File: src/rtl/second_tick_qualifier.sv
// Per-channel a&~b qualifier: fires after HOLD consecutive qualifying edges,
// with level/pulse output and a saturating count of fire events.
module second_tick_qualifier #(
    parameter int CHANNELS = 4,
    parameter int HOLD     = 2,
    parameter int EVT_W    = 8
) (
    input  logic                clk,
    input  logic                rst,
    input  logic                en,
    input  logic                mode,
    input  logic                clr,
    input  logic [CHANNELS-1:0] a,
    input  logic [CHANNELS-1:0] b,
    output logic [CHANNELS-1:0] out,
    output logic                any_out,
    output logic [EVT_W-1:0]    evt_cnt
);

    localparam int CW = $clog2(HOLD + 1);
    localparam int SW = EVT_W + 5;
    localparam logic [CW-1:0]    HOLD_C = CW'(HOLD);
    localparam logic [EVT_W-1:0] EVT_MAX = {EVT_W{1'b1}};

    typedef enum logic [1:0] {IDLE, COUNT, FIRED} state_t;

    state_t         st     [CHANNELS];
    state_t         st_nx  [CHANNELS];
    logic [CW-1:0]  cnt    [CHANNELS];
    logic [CW-1:0]  cnt_nx [CHANNELS];
    logic [CW-1:0]  cnt_inc;
    logic [CHANNELS-1:0] cond;
    logic [CHANNELS-1:0] fire;
    logic [CHANNELS-1:0] out_nx;
    logic [4:0]          nfire;
    logic [SW-1:0]       evt_sum;
    logic [EVT_W-1:0]    evt_nx;

    assign cond = a & ~b;

    always_comb begin
        cnt_inc = '0;
        nfire   = '0;
        for (int i = 0; i < CHANNELS; i++) begin
            st_nx[i]  = IDLE;
            cnt_nx[i] = '0;
            fire[i]   = 1'b0;
            if (en && cond[i]) begin
                unique case (st[i])
                    IDLE: begin
                        cnt_nx[i] = CW'(1);
                        if (HOLD == 1) begin
                            st_nx[i] = FIRED;
                            fire[i]  = 1'b1;
                        end else begin
                            st_nx[i] = COUNT;
                        end
                    end
                    COUNT: begin
                        cnt_inc   = cnt[i] + CW'(1);
                        cnt_nx[i] = cnt_inc;
                        if (cnt_inc == HOLD_C) begin
                            st_nx[i] = FIRED;
                            fire[i]  = 1'b1;
                        end else begin
                            st_nx[i] = COUNT;
                        end
                    end
                    FIRED: begin
                        st_nx[i]  = FIRED;
                        cnt_nx[i] = HOLD_C;
                    end
                    default: begin
                        st_nx[i]  = IDLE;
                        cnt_nx[i] = '0;
                    end
                endcase
            end
            // Pulse mode only shows the entry edge; a later mode flip
            // to pulse therefore drops out without a fresh pulse.
            out_nx[i] = (st_nx[i] == FIRED) && (!mode || fire[i]);
            nfire = nfire + 5'(fire[i]);
        end
        evt_sum = SW'(evt_cnt) + SW'(nfire);
        evt_nx  = (evt_sum > SW'(EVT_MAX)) ? EVT_MAX : evt_sum[EVT_W-1:0];
        if (clr) begin
            evt_nx = '0;
        end
    end

    always_ff @(posedge clk or posedge rst) begin
        if (rst) begin
            for (int i = 0; i < CHANNELS; i++) begin
                st[i]  <= IDLE;
                cnt[i] <= '0;
            end
            out     <= '0;
            any_out <= 1'b0;
            evt_cnt <= '0;
        end else begin
            for (int i = 0; i < CHANNELS; i++) begin
                st[i]  <= st_nx[i];
                cnt[i] <= cnt_nx[i];
            end
            out     <= out_nx;
            any_out <= |out_nx;
            evt_cnt <= evt_nx;
        end
    end

endmodule

File: config.mk
export PLATFORM = sky130hd
export DESIGN_NAME = second_tick_qualifier
export DESIGN_NICKNAME = d
export VERILOG_FILES = /design/src/rtl/second_tick_qualifier.sv
export SDC_FILE = /design/constraint.sdc
export NUM_CORES = 1
export LEC_CHECK = 0
export ABC_AREA = 1
export BUFFER_PORTS_ARGS = -buffer_cell sky130_fd_sc_hd__buf_2
export CAP_MARGIN = 5
export CELL_PAD_IN_SITES_DETAIL_PLACEMENT = 0
export CELL_PAD_IN_SITES_GLOBAL_PLACEMENT = 1
export CORE_ASPECT_RATIO = 1.4
export CORE_MARGIN = 2
export CORE_UTILIZATION = 40
export DETAILED_ROUTE_END_ITERATION = 10
export PLACE_DENSITY_LB_ADDON = 0.12
export SLEW_MARGIN = 20
export SYNTH_ARGS = -nofsm -noshare
export SYNTH_HDL_FRONTEND = slang
export SYNTH_SLANG_ARGS = --single-unit
File: constraint.sdc
create_clock -name clk -period 3.9 [get_ports clk]
set_clock_uncertainty 0.05 [all_clocks]
set_input_delay 0.78 -clock clk [delete_from_list [all_inputs] [get_ports clk]]
set_output_delay 0.78 -clock clk [all_outputs]
set_load 0.01 [all_outputs]
==> Word level (Yosys, flattened, before mapping) <==
Index checks and enable logic that the tools add are counted.
{ "totals": {"register_bits": 29, "in_bits": 13, "out_inout_bits": 13, "word_cells": 90} }
{ "classes": {"add_sub_neg": 8, "magnitude_cmp": 1, "eq_ne": 16, "n_mux": 34, "n_bitwise": 2, "reduce_logical": 18} }
{ "ops": {"columns": ["operator", "n"], "rows": [
  ["one-hot mux 2 bit (3 select lines)", 8],
  ["== test 2 bit, second input constant", 12],
  ["2-to-1 mux 2 bit", 12],
  ["2-to-1 mux 8 bit", 2],
  ["2-to-1 mux 1 bit", 12],
  ["adder 8 x 4 -> 9 bit", 1],
  ["greater-than comparator 9 x 8 -> 1 bit, second input constant", 1],
  ["adder 2 x 1 -> 2 bit, second input constant", 4],
  ["== test 2 x 1 -> 1 bit, second input constant", 4],
  ["logical AND 1 bit", 8],
  ["zero test 2 bit", 4],
  ["adder 3 x 1 -> 4 bit", 1],
  ["bitwise AND 4 bit", 1],
  ["logical OR 1 bit", 4],
  ["inverter 4 bit", 1],
  ["OR reduction 4 bit", 1],
  ["adder 2 x 1 -> 3 bit", 1],
  ["adder 1 x 1 -> 2 bit", 1],
  ["zero test 1 bit", 1]
]} }

==> Longest topological paths before layout <==
Gate-level depths: netlist of the first run.
{ "depth": {"ltp_word": 12, "depth_mapped": 17, "mapped_depth_nobuf": 17} }

==> Worst setup path before layout of the first run <==
Ideal clock, no wire load.
{ "synth_path": {"kind": "input-to-reg", "start": "input b[2]", "end": "register evt_cnt[5]", "arrival_time_ns": 2.917, "required_ns": 3.787, "slack_ns": 0.871, "path_stages": 15, "cell_sequence": "inv_1 nand3_1 or2_2 fa_1 fa_1 inv_1 fa_1 nand2_1 inv_1 nand2_1 nor2_2 nand2_2 nand3_1 nand2_1 inv_1"} }
{ "synth_via": {"elab_chain_cells": 10} }
{ "synth_lines": {"columns": ["item", "line_no", "rtl"], "rows": [
  ["from (decl)", "14", "input logic [CHANNELS-1:0] b,"],
  ["inverter 4 bit *", "39", "assign cond = a & ~b;"],
  ["bitwise AND 4 bit *", "39", null],
  ["logical AND 1 bit *", "48", "if (en && cond[i]) begin"],
  ["2-to-1 mux 1 bit *", "48", null],
  ["adder 2 x 1 -> 3 bit *", "82", "nfire = nfire + 5'(fire[i]);"],
  ["adder 3 x 1 -> 4 bit *", "82", null],
  ["adder 8 x 4 -> 9 bit *", "84", "evt_sum = SW'(evt_cnt) + SW'(nfire);"],
  ["greater-than comparator 9 x 8 -> 1 bit", "85", "evt_nx = (evt_sum > SW'(EVT_MAX)) ? EVT_MAX : evt_sum[EVT_W-1:0];"],
  ["2-to-1 mux 8 bit *", "85", null],
  ["2-to-1 mux 8 bit *", "86", "if (clr) begin"],
  ["named net evt_nx[5]", "37", "logic [EVT_W-1:0] evt_nx;"],
  ["to (signal assigned)", "107", "evt_cnt <= evt_nx;"],
  ["to (decl)", "17", "output logic [EVT_W-1:0] evt_cnt"]
]} }
The timed path passes the listed nets; every way through them passes the cells marked *.

==> Final worst setup path of the first run <==
{ "layout_path": {"start": "input en", "end": "register evt_cnt[5]"} }
{ "layout_via": {"elab_chain_cells": 9, "elab_cells_between_ends": 15, "cone_classes": "add/sub: 4; order compare: 1; mux: 6; reduce/logical: 4"} }
{ "layout_lines": {"columns": ["item", "line_no", "rtl"], "rows": [
  ["from (decl)", "10", "input logic en,"],
  ["logical AND 1 bit", "48", null],
  ["2-to-1 mux 1 bit", "48", null],
  ["adder 1 x 1 -> 2 bit", "82", null],
  ["adder 2 x 1 -> 3 bit", "82", null],
  ["adder 3 x 1 -> 4 bit *", "82", null],
  ["adder 8 x 4 -> 9 bit *", "84", null],
  ["greater-than comparator 9 x 8 -> 1 bit", "85", null],
  ["2-to-1 mux 8 bit *", "85", null],
  ["2-to-1 mux 8 bit *", "86", null],
  ["named net evt_nx[5]", "37", null]
]} }
Marks and branches as above.

==> out/qor.yml, run 1 <==
routedWlPerCell_um: 11.1
holdBufCountCts: 0
nNetsFinal: 229
critical-path-slowest-cell: "fa_1"
grt_pass1_wl_um: 4890
clkTransAtPathRegs_ps: 70
crit_buf_inv: 4
floorplan.initialDensity_pct: 41.0
grt_overflow_total: 0
clock_latency_ps: 280
die_height_um: 75.9
worstSetupStartpointType: "input port"
min-delay-path-class: "reg -> reg"
r2r_cells: 16
cts_resized: 0
cts_setup_buffers: 0
fin_crit_ps: 3060
critical_path_class: "in -> reg"
synth_edf_count: 0
critical_path_arrival_ps: 3230
routabilityCongestion: 0.771
power_leakage_nw: 0.976
postSynthAreaPerCell_um2: 8.40
grt_pass1_vias: 1176
drive_gt1_share_pct: 25.4
ir_drop_uv: 202
synth_common_cells: "nand2_1, inv_1, dfrtp_1"
num_vias: 1190
r2r-end: "evt_cnt[5]$_DFF_PP0_"
setup_tns_ps: 0
r2r_start: "cnt[3]$_DFF_PP0_"
ant_nets: 0
yosysWarnings: 0
n_antenna_cell: 0
cp.depth: 15
ys_types: 18
dieArea_um2: 4210
synth_top_cell_by_area: "dfrtp_1"
netlist_instances: 176
final_util_pct: 48.3
drt_iter0_markers: 21
cts_root_buf: "clkbuf_8"
rsz0062_at_grt: "false"
max-cap-violations: 0
setup_violations: 0
cpPeakStageDelay_ps: 470
synth_area_um2: 1480
finalMaxSlewViolations: 0
ios: 26
core_area_um2: 3610
io_buffer_count: 25
first_pass_iters: 4
synth_top_cell_area_share_pct: 49.1
slew_headroom_pct: 59.6
fmax_mhz: 326
area_growth_syn_to_layout_pct: 17.9
track_usage_pct: 14.9
h-tree-depth: 2
worstMarginPinSlew_ps: 605
fin_crit_sh_pct: 78.5
numCtsBuffers: 5
cts.sinks: 29
worstPathCellList: "buf_2 -> nand3_1 -> or2_2 -> fa_1 -> fa_1 -> inv_1 -> fa_1 -> nand2_1 -> inv_1 -> nand2_1 -> nor2_2 -> nand2_2 -> nand3_1 -> nand2_1 -> inv_1"
r2r_slack_ps: 950
cp_top_family: "adder cells"
synthTopCellsByArea: "dfrtp_1, nand2_1, inv_1, a21oi_1, ha_1"
cts_tree: "built"
antenna_found_initial: 0
hold_viol: 0
yosysSeqAreaShare_pct: 49.1
synth_seq_cells: 29
critPathMaxFanout: 6
vias_per_cell: 4.74
synthArstFlopShare_pct: 100
status: "complete, no violations"
crit_start: "en"
drcViolationCount: 0
grt_max_degree: 30
rows: 26
cts_buffer_depth: 2
synth_nets: 197
drt_wl_total_um: 2780
end_kind: "flip-flop"
power_density_nw_per_um2: 333
cp_data_required_time_ps: 4070
die_x_um: 55.4
ys_dominant_reg_cell: "dfrtp_1"
hpwl_um: 2160
crit_end: "evt_cnt[5]$_DFF_PP0_"
synth_most_common_cell: "nand2_1"
[cell usage in the layout, fill, tap and decap left out, types with 2 or more instances in the layout]
master	Yosys	final
nand2_1	38	38
inv_1	37	36
dfrtp_1	29	29
buf_2	0	25
a21oi_1	16	16
nor2_1	12	12
nand3_1	9	9
nand2_2	8	8
nor2_2	5	5
ha_1	5	5
clkbuf_8	0	5
inv_2	2	3
nor4_1	3	3
nor2_4	3	3
fa_1	3	3
o21ai_0	2	2
clkinv_2	0	2
[worst reg2reg max path, cell delays in order (launching register included)]
cell     delay (ps)
dfrtp_1         360
inv_1            50
ha_1            160
nand3_1         100
or2_2           290
fa_1            470
fa_1            430
inv_1            90
fa_1            210
nand2_1          80
inv_1            60
nand2_1          80
nor2_2          150
nand2_2         120
nand3_1         100
nand2_1          50
inv_1            40
[state kept, by name, indices dropped and copies added, names as in the netlist]
register  cells
st            8
out           4
evt_cnt       8
cnt           8
any_out       1
[how the worst min path moves through the flow]
stage	startpoint	endpoint	cells after the start	slack [ps]
2_1_floorplan	st[7]$_DFF_PP0_	st[6]$_DFF_PP0_	1	440
3_3_place_gp	cnt[0]$_DFF_PP0_	cnt[0]$_DFF_PP0_	3	470
3_5_place_dp	st[7]$_DFF_PP0_	st[6]$_DFF_PP0_	1	480
4_1_cts	st[7]$_DFF_PP0_	st[6]$_DFF_PP0_	1	470
5_1_grt	st[7]$_DFF_PP0_	st[6]$_DFF_PP0_	1	490
6_report	st[7]$_DFF_PP0_	st[6]$_DFF_PP0_	1	480
[area by class of cell]
cell class | count | area (um^2)
well taps | 42 | 52.6
clock buffers | 5 | 68.8
inverters | 39 | 146
flip-flops and latches | 29 | 726
repair buffers | 25 | 125
fillers | 375 | 1870
clock inverters | 3 | 17.5
multi-input cells | 108 | 607
[power by group]
group / total [W] / switching (W) / internal, W
clock network: 0.000241 / 0.000118 / 0.000123
registers: 0.000307 / 0.00000314 / 0.000304
logic: 0.0000319 / 0.0000211 / 0.0000108
[metal layers]
layer | global-route usage (%) | part of all wire, %
met5 | 0 | 0
met4 | 7.32 | 1.8
met3 | 4.78 | 4.6
met2 | 26.7 | 53
met1 | 15.2 | 41
[through the flow]
stage                     worst slack (ps)  total power, W  area (um^2)  hold slack [ps]  cells
after global placement                 617        0.000345         1660              469    243
after detailed placement               510        0.000346         1660              477    243
after CTS                              816        0.000591         1740              473    251
after floorplan                        871        0.000331         1480              443    176
final                                  837        0.000581         1740              477    251
after global routing                   622        0.000610         1740              491    251
[cells by family (layout without fill, tap and decap cells)]
group	Yosys count	after routing	synth area share [%]
compound gates	19	19	6.60
buf+inv	39	72	9.90
flops	29	29	49.1
xor+xnor	1	1	0.592
simple gates	80	80	25.5
fa+ha+maj	8	8	8.29
Note: power is estimated with default switching activity, not from simulation.
==> run 2, diff against run 1 <==
CORE_UTILIZATION = 36   (was 40)
clock period = 2.63 ns   (was 3.9 ns; I/O delays follow)
==> out/qor.yml, run 2 (synthesis gave the netlist of run 1 again) <==
status: "complete, but fails checks"
violations: "negative setup slack"
cts_tree: "built"
pwr-share-comb_pct: 6.8
clkTransAtPathRegs_ps: 60
holdBufCountCts: 0
p_sw_w: 0.000190
power_frac_seq_pct: 53.5
num_vias: 1232
critical_path_class: "reg -> reg"
io_buffer_count: 25
fmax_mhz: 377
use_met3_pct: 4.70
cts.sinks: 29
critical-path-slowest-cell: "fa_1"
final_common_cell: "nand2_1"
worstPathCellList: "inv_2 -> ha_4 -> nand3_2 -> or2_4 -> fa_1 -> fa_2 -> inv_2 -> fa_2 -> buf_4 -> buf_4 -> xnor2_1 -> a21oi_1"
dp_slack_ps: -235
drive_gt1_share_pct: 34.2
grt_pass1_wl_um: 5000
switching_share_pct: 22.3
drt_iter0_markers: 23
track_usage_pct: 14.5
cp_top_family: "adder cells"
vias_per_cell: 4.60
hold_viol: 0
worstSetupStartpointType: "flip-flop"
cts_root_buf: "clkbuf_8"
fin_crit_sh_pct: 101
grt_pass1_vias: 1197
grt_max_degree: 30
power_leakage_nw: 1.10
drt_wl_total_um: 2930
top_regs: "cnt: 8 flops, evt_cnt: 8 flops, st: 8 flops"
ios: 26
core_area_um2: 3950
layout_common_cells: "nand2_1, inv_1, dfrtp_1"
placedCellCount: 255
setup_violations: 5
whs_ps: 259
fin_ws_ps: -20.9
h-tree-depth: 2
finalMaxSlewViolations: 0
area_growth_syn_to_layout_pct: 29.7
n_antenna_cell: 0
antenna_found_initial: 0
critical_path_arrival_ps: 2760
routedWlPerCell_um: 10.9
min-delay-path-class: "in -> async"
ir_drop_uv: 311
p_int_w: 0.000663
clkPwrFrac_pct: 39.7
crit_start: "cnt[3]$_DFF_PP0_"
floorplan.initialDensity_pct: 37.4
met1_usage_pct: 14.2
cp_data_required_time_ps: 2740
routabilityCongestion: 0.744
final_util_pct: 48.5
die_x_um: 58.2
ant_nets: 0
critPathMaxFanout: 2
hpwl_um: 2320
drcViolationCount: 0
fillCellCount: 401
slew_headroom_pct: 75.1
worstMarginPinSlew_ps: 374
nNetsFinal: 245
dieArea_um2: 4640
gr-usage-met2_pct: 26.7
grt_busiest_layer: "met2"
rows: 27
cpPeakStageDelay_ps: 520
max-cap-violations: 0
crit_buf_inv: 4
clock_latency_ps: 280
power_density_nw_per_um2: 445
fin_crit_ps: 2650
fin_cells: 268
cts_buffer_depth: 2
rsz0062_at_grt: "true"
numCtsBuffers: 5
die_height_um: 79.8
first_pass_iters: 4
r2r_start: "cnt[3]$_DFF_PP0_"
end_kind: "flip-flop"
grt_overflow_total: 0
run 2: tightest hold or removal path, delay by kind of cell:
kind                   cells  cell delay (ps)
buffers and inverters      3              470
run 2: layer usage:
metal / wire length [um] / share of wire [%]
met5: 0 / 0
met4: 60 / 2.0
met3: 135 / 4.6
met2: 1610 / 55
met1: 1130 / 38
run 2: final timing paths:
check | endpoint | slack [ps] | cells after the start
worst max register to register | evt_cnt[2]$_DFF_PP0_ | -20 | 12
worst min-delay path | st[1]$_DFF_PP0_ | 260 | 3
worst max-delay path | evt_cnt[2]$_DFF_PP0_ | -20 | 12
max in group asynchronous | evt_cnt[5]$_DFF_PP0_ | 2000 | 3
min in group clk | st[6]$_DFF_PP0_ | 370 | 2
worst min register to register | cnt[6]$_DFF_PP0_ | 470 | 3
run 2: power groups by stage:
| stage | logic, W | clock network [W] | registers [W] |
|---|---|---|---|
| after CTS | 0.0000591 | 0.000357 | 0.000456 |
| after floorplan | 0.0000281 | 0 | 0.000463 |
| after global placement | 0.0000570 | 0 | 0.000464 |
| final | 0.0000578 | 0.000339 | 0.000456 |
| after detailed placement | 0.0000585 | 0 | 0.000464 |
| after global routing | 0.0000665 | 0.000380 | 0.000457 |
run 2: layout make-up:
type | count | area [um^2] | area share (%)
Inverter | 39 | 146 | 7.63
Timing Repair Buffer | 41 | 245 | 12.8
Multi-Input combinational cell | 108 | 667 | 34.8
Sequential cell | 29 | 726 | 37.8
Tap cell | 43 | 53.8 | 2.80
Clock buffer | 8 | 80.1 | 4.17
run 2: repair_timing:
item	CTS	global route
setup buffers	2	3
setup endpoints to repair	8	8
pin swaps	7	4
resized for setup	5	2
run 2: stage by stage:
stage / power [W] / setup TNS (ps) / area, um^2
6_report: 0.000853 / -48.1 / 1920
5_1_grt: 0.000903 / -1210 / 1920
3_3_place_gp: 0.000521 / -1530 / 1780
2_1_floorplan: 0.000491 / -8.01 / 1510
3_5_place_dp: 0.000522 / -1750 / 1780
4_1_cts: 0.000873 / -189 / 1890
